===== src/rtl/forth_pkg.sv =====
// Shared types and constants for the forth core and its boot/debug controller.
package forth_pkg;

    localparam int IADDR_W_DEF = 10;
    localparam int IDATA_W_DEF = 16;
    localparam int CYC_W_DEF   = 32;

    localparam logic [15:0] OP_NOP = 16'he040;
    localparam logic [15:0] OP_ADD = 16'he007;

    typedef enum logic [2:0] {
        ST_IDLE    = 3'd0,
        ST_LOAD    = 3'd1,
        ST_LOADED  = 3'd2,
        ST_RELEASE = 3'd3,
        ST_RUN     = 3'd4,
        ST_HALT    = 3'd5,
        ST_STEP    = 3'd6
    } ctrl_state_t;

    // The core is out of reset in every state from RELEASE onwards.
    function automatic logic core_released(input ctrl_state_t s);
        return (s == ST_RELEASE) || (s == ST_RUN) || (s == ST_HALT) || (s == ST_STEP);
    endfunction

endpackage


===== src/rtl/forth_run_counter.sv =====
// Executed-cycle counter: synchronous clear, count enable, wraps modulo 2**W.
module forth_run_counter #(
    parameter int W = 32
) (
    input  logic         clk,
    input  logic         reset,
    input  logic         clr_i,
    input  logic         en_i,
    output logic [W-1:0] count_o
);

    logic [W-1:0] count_q;

    always_ff @(posedge clk) begin
        if (!reset || clr_i) begin
            count_q <= '0;
        end else if (en_i) begin
            count_q <= count_q + 1'b1;
        end
    end

    assign count_o = count_q;

endmodule


===== src/rtl/forth_boot_ctrl.sv =====
// Boot/debug controller for the forth core: program load, run/halt/step, breakpoint, cycle count.
//   state   | meaning
//   IDLE    | core in reset, waiting for first program word or go
//   LOAD    | streaming program words into instruction RAM
//   LOADED  | program complete, core still in reset
//   RELEASE | reset dropped, core fetching its first instruction
//   RUN     | core clocked unless breakpoint hits
//   HALT    | core frozen
//   STEP    | one core cycle, then back to HALT
module forth_boot_ctrl
    import forth_pkg::*;
#(
    parameter int IADDR_W = IADDR_W_DEF,
    parameter int IDATA_W = IDATA_W_DEF,
    parameter int CYC_W   = CYC_W_DEF
) (
    input  logic               clk,
    input  logic               reset,
    input  logic               s_valid,
    input  logic [IDATA_W-1:0] s_data,
    input  logic               s_last,
    output logic               s_ready,
    input  logic               go,
    input  logic               halt,
    input  logic               step,
    input  logic               reload,
    input  logic               bp_en,
    input  logic [IADDR_W-1:0] bp_addr,
    input  logic [IADDR_W-1:0] iaddr,
    output logic               imem_we,
    output logic [IADDR_W-1:0] imem_waddr,
    output logic [IDATA_W-1:0] imem_wdata,
    output logic               cpu_reset,
    output logic               cpu_ce,
    output logic [2:0]         state_o,
    output logic [IADDR_W:0]   load_count,
    output logic               err_overflow,
    output logic [CYC_W-1:0]   cycles
);

    localparam logic [IADDR_W:0] LC_ONE = 1;

    ctrl_state_t state_q, state_d;

    logic               hs, in_idle, at_max, wr_ok, bp_hit, run_start;
    logic [IADDR_W-1:0] ptr_q, wptr;
    logic [IADDR_W-1:0] waddr_q;
    logic [IDATA_W-1:0] wdata_q;
    logic [IADDR_W:0]   load_count_q;
    logic               we_q, err_q, cpu_reset_q, bp_skip_q;

    assign in_idle = (state_q == ST_IDLE);
    assign hs      = s_valid && s_ready;
    assign wptr    = in_idle ? '0 : ptr_q;
    assign at_max  = &wptr;
    // Once overflowed, the rest of the stream is drained without writes.
    assign wr_ok   = in_idle || !err_q;
    assign bp_hit  = bp_en && (iaddr == bp_addr) && !bp_skip_q;
    assign run_start = ((state_q == ST_IDLE) || (state_q == ST_LOADED)) && (state_d == ST_RELEASE);

    always_ff @(posedge clk) begin
        if (!reset) begin
            state_q <= ST_IDLE;
        end else begin
            state_q <= state_d;
        end
    end

    always_comb begin
        state_d = state_q;
        if (reload) begin
            state_d = ST_IDLE;
        end else begin
            case (state_q)
                ST_IDLE: begin
                    if (hs)      state_d = s_last ? ST_LOADED : ST_LOAD;
                    else if (go) state_d = ST_RELEASE;
                end
                ST_LOAD:    if (hs && s_last) state_d = ST_LOADED;
                ST_LOADED:  if (go) state_d = ST_RELEASE;
                ST_RELEASE: state_d = ST_RUN;
                ST_RUN:     if (halt || bp_hit) state_d = ST_HALT;
                ST_HALT: begin
                    if (step)    state_d = ST_STEP;
                    else if (go) state_d = ST_RUN;
                end
                ST_STEP:    state_d = ST_HALT;
                default:    state_d = ST_IDLE;
            endcase
        end
    end

    always_comb begin
        s_ready = (state_q == ST_IDLE) || (state_q == ST_LOAD);
        cpu_ce  = ((state_q == ST_RUN) && !bp_hit) || (state_q == ST_STEP);
    end

    always_ff @(posedge clk) begin
        if (!reset) begin
            ptr_q        <= '0;
            waddr_q      <= '0;
            wdata_q      <= '0;
            load_count_q <= '0;
            we_q         <= 1'b0;
            err_q        <= 1'b0;
            cpu_reset_q  <= 1'b1;
            bp_skip_q    <= 1'b0;
        end else begin
            cpu_reset_q <= !core_released(state_d);
            bp_skip_q   <= (state_q == ST_HALT) && (state_d == ST_RUN);
            we_q        <= hs && wr_ok;
            if (hs) begin
                if (wr_ok) begin
                    waddr_q      <= wptr;
                    wdata_q      <= s_data;
                    load_count_q <= in_idle ? LC_ONE : load_count_q + LC_ONE;
                    ptr_q        <= at_max ? wptr : wptr + 1'b1;
                end
                err_q <= (in_idle ? 1'b0 : err_q) | (!s_last && at_max);
            end
        end
    end

    forth_run_counter #(.W(CYC_W)) u_cycles (
        .clk     (clk),
        .reset   (reset),
        .clr_i   (run_start),
        .en_i    (cpu_ce),
        .count_o (cycles)
    );

    assign imem_we      = we_q;
    assign imem_waddr   = waddr_q;
    assign imem_wdata   = wdata_q;
    assign cpu_reset    = cpu_reset_q;
    assign state_o      = state_q;
    assign load_count   = load_count_q;
    assign err_overflow = err_q;

endmodule


===== config.mk =====
export PLATFORM = sky130hd
export DESIGN_NAME = forth_boot_ctrl
export DESIGN_NICKNAME = d
export VERILOG_FILES = /design/src/rtl/forth_pkg.sv /design/src/rtl/forth_run_counter.sv /design/src/rtl/forth_boot_ctrl.sv
export SDC_FILE = /design/constraint.sdc
export NUM_CORES = 1
export LEC_CHECK = 0
export BUFFER_PORTS_ARGS = -buffer_cell sky130_fd_sc_hd__buf_2
export CAP_MARGIN = 20
export CORE_ASPECT_RATIO = 0.5
export CORE_MARGIN = 2
export CORE_UTILIZATION = 34
export DETAILED_ROUTE_END_ITERATION = 10
export SETUP_SLACK_MARGIN = 0.02
export SYNTH_ARGS = -nofsm -noshare
export SYNTH_HDL_FRONTEND = slang
export SYNTH_HIERARCHICAL = 1
export SYNTH_SLANG_ARGS = --single-unit

===== constraint.sdc =====
create_clock -name clk -period 5.7 [get_ports clk]
set_input_delay 0.285 -clock clk [delete_from_list [all_inputs] [get_ports clk]]
set_output_delay 0.285 -clock clk [all_outputs]
set_load 0.05 [all_outputs]

==> flow_metrics.py <==
metrics = {
    "final_layout": {
        "multi_input_area_sq_mm": 0.002238,
        "drive_above_1_share": 0.2520,
        "layout.area.seq_sq_mm": 0.001722,
        "num-fill-cells": 1235,
        "areaGrowthSynthToFinish_pct": 24.14,
        "num_antenna_cells": 0,
        "stdcell_area_sq_mm": 0.005122,
        "nets": 654,
    },
    "timing": {
        "clock.fmax_mhz": 338.3,
        "relSlewSlack": 0.3013,
        "final_max_slew_viol_count": 0,
        "fin_skew_ns": 0.007331,
        "fin_hold_ws_ns": 0.1836,
        "timing.final.ws_setup_ns": 2.744,
        "setup_violations": 0,
        "worstMarginPinSlew_ns": 1.046,
        "hold_violations": 0,
        "period_share": 0.5186,
        "setup_tns_ns": 0,
        "period_minus_slack_ns": 2.956,
        "rsz0062_at_grt": "no",
    },
    "global_route": {
        "grt_start_max_net_pins": 41,
        "antenna_found_initial": 0,
        "first_global_vias": 3608,
        "grt_first_pass_wirelength_mm": 17.44,
        "grt-ovfl-total": 0,
        "grt_usage": 0.1628,
    },
    "routing": {
        "drc_errors": 0,
        "drtAntennaViolNets": 0,
        "vias": 3944,
        "drt-initial-drc-count": 242,
        "detail_route.vias_per_cell": 5.082,
        "drt-total-wl_mm": 10.35,
        "wl_per_cell_microns": 13.34,
        "first_pass_iters": 5,
    },
    "die": {
        "ios": 122,
        "fp.dieW_microns": 159.8,
        "initial_core_util": 0.3485,
        "die_y_microns": 81.90,
        "num_rows": 28,
        "core_area_sq_mm": 0.01184,
        "dieArea_sq_mm": 0.01309,
    },
    "synthesis": {
        "synth_cell_types": 52,
        "seq_area_frac_synth": 0.4172,
        "syn_inst": 500,
        "syn-num-nets": 548,
        "synth.most_common_cell": "nand2_1",
        "syn_area_sq_mm": 0.004126,
        "ys_async_sr_fraction": 0,
        "synthTopCellsByCount": "nand2_1, dfxtp_1, a21oi_1",
        "synth_top_area_frac": 0.4172,
        "yosys.area.top_type": "dfxtp_1",
        "synth-edff-count": 0,
        "synth_ff_type": "dfxtp_1",
        "syn_area_per_cell_sq_um": 8.253,
        "yosys_warnings": 6,
        "ys_ff_latch": 86,
        "synthTopCellsByArea": "dfxtp_1, nand2_1, a21oi_1",
    },
    "critical_path": {
        "critPathKind": "reg -> reg",
        "crit_path_max_fanout": 17,
        "cp_cell_sequence": "or3_1 -> and2_1 -> ha_1 -> nand4_1 -> or4_1 -> a31o_1 -> a21oi_1",
        "setup.worst_path.start_class": "flop",
        "cp_slowest_stage_delay_ns": 0.66,
        "critPathSlowestCell": "dfxtp_1",
        "cp-end-kind": "flop",
        "required_ns": 5.94,
        "worstPathArrival_ns": 3.20,
    },
    "placed_design": {
        "dp_slack_ns": 2.754,
        "dpl_cell_area_sq_mm": 0.004821,
        "post-dp-hpwl_mm": 7.164,
        "gp_congestion": 0.8051,
        "portBuffers": 121,
    },
    "cts": {
        "htree_levels": 3,
        "cts_sinks": 86,
        "postCtsSetupBuffers": 0,
        "clk_pin_slew_ns": 0.06,
        "clock_latency_ns": 0.33,
        "clk_path_buf_depth": 2,
        "cts_buffers": 9,
        "cts_tree": "built",
        "cts_resized": 0,
        "cts_hold_buf": 0,
        "root_buffer": "clkbuf_16",
    },
    "power": {
        "power_density_mw_per_mm2": 253.9,
        "ir_drop_uv": 162.3,
        "finalPower_uw": 1300,
        "power_leakage_uw": 0.002033,
    },
    "worst_hold_path": {
        "worstHoldPathType": "in -> reg",
    },
    "run": {
        "maxCapViolations": 0,
    },
    "status": {
        "status": "finished, final reports clean",
    },
}
[worst max-delay path, delay by kind of cell, from the launching register on]
family | cells | cell delay, ns
and+or+nand+nor | 4 | 1.55
adders and majority gates | 1 | 0.23
DFF | 1 | 0.66
AOI/OAI and AO/OA | 2 | 0.41
[per-layer routing]
layer | global-route usage | vias up | share of wire | wire length (microns)
met3 | 0.04091 | 9 | 0.046 | 474
met2 | 0.2823 | 72 | 0.46 | 4775
met1 | 0.2063 | 1857 | 0.48 | 4983
met5 | 0 | - | 0 | 0
met4 | 0.04144 | 0 | 0.011 | 114
li1 | - | 2006 | - | -
[cells by family (layout without fill, tap and decap cells)]
group,after synthesis,after routing,synth area share
AND/OR/NAND/NOR,237,237,0.3138
XOR/XNOR,22,22,0.04669
adder cells (fa/ha/maj),3,3,0.009097
flip-flops,86,86,0.4172
AO/OA/AOI/OAI,103,103,0.1486
buffers and inverters,39,150,0.04033
multiplexers,10,10,0.02426
[through the flow]
stage / instances / utilization
final: 776 / 0.4326
after global routing: 776 / 0.4326
after global placement: 759 / 0.4071
after floorplan: 500 / -
after CTS: 775 / 0.4303
after detailed placement: 759 / 0.4071
[cell usage in the layout (no fill, tap or decap), types with 2 or more instances in the layout]
cell type and count:
buf_2 121, nand2_1 88, dfxtp_1 86, a21oi_1 58
nand3_1 32, nor2_1 19, xor2_1 16, o21ai_0 14
or3_1 12, nand4_1 12, o31ai_1 11, nor4_1 11
inv_1 10, nand2b_1 10, or4_1 10, mux2i_1 10
clkbuf_16 9, nor4_2 7, nor3_1 6, nor2b_1 6
xnor2_1 6, and4_1 5, o21a_1 4, and3_1 4
a31oi_1 3, ha_1 3, clkinvlp_4 3, and2_1 2
o211a_1 2, a31o_1 2, a41o_1 2, nor4b_2 2
inv_6 2
[flip-flops by register name, summed over array words and instances, names as in the netlist, 3 cells and up]
signal	flops
load_count	11
imem_waddr	10
ptr_q	10
imem_wdata	16
u_cycles/count_o	32
state_o	3
[area by class of cell]
cell class / instances / area share
Multi-Input combinational cell: 375 / 0.4370
Sequential cell: 86 / 0.3361
Timing Repair Buffer: 123 / 0.1251
Clock buffer: 10 / 0.04470
Tap cell: 165 / 0.04030
Clock inverter: 6 / 0.008793
Inverter: 11 / 0.008061
[report_power, final]
group	switching [uW]	leakage, uW	internal, uW	total, uW
registers	8.67	0.000697	612	620
logic	95.8	0.00121	41.0	137
clock network	246	0.000126	298	543
total	350	0.00203	950	1300
[worst paths after layout]
check | startpoint | to | cells past startpoint | slack [ns]
hold reg to reg | imem_wdata[13] | imem_wdata[13] | 2 | 0.45
hold / removal | s_data[15] | imem_wdata[15] | 3 | 0.18
setup / recovery | state_o[1] | ptr_q[2] | 7 | 2.74
setup reg to reg | state_o[1] | ptr_q[2] | 7 | 2.74
(Power assumes the default switching activity.)
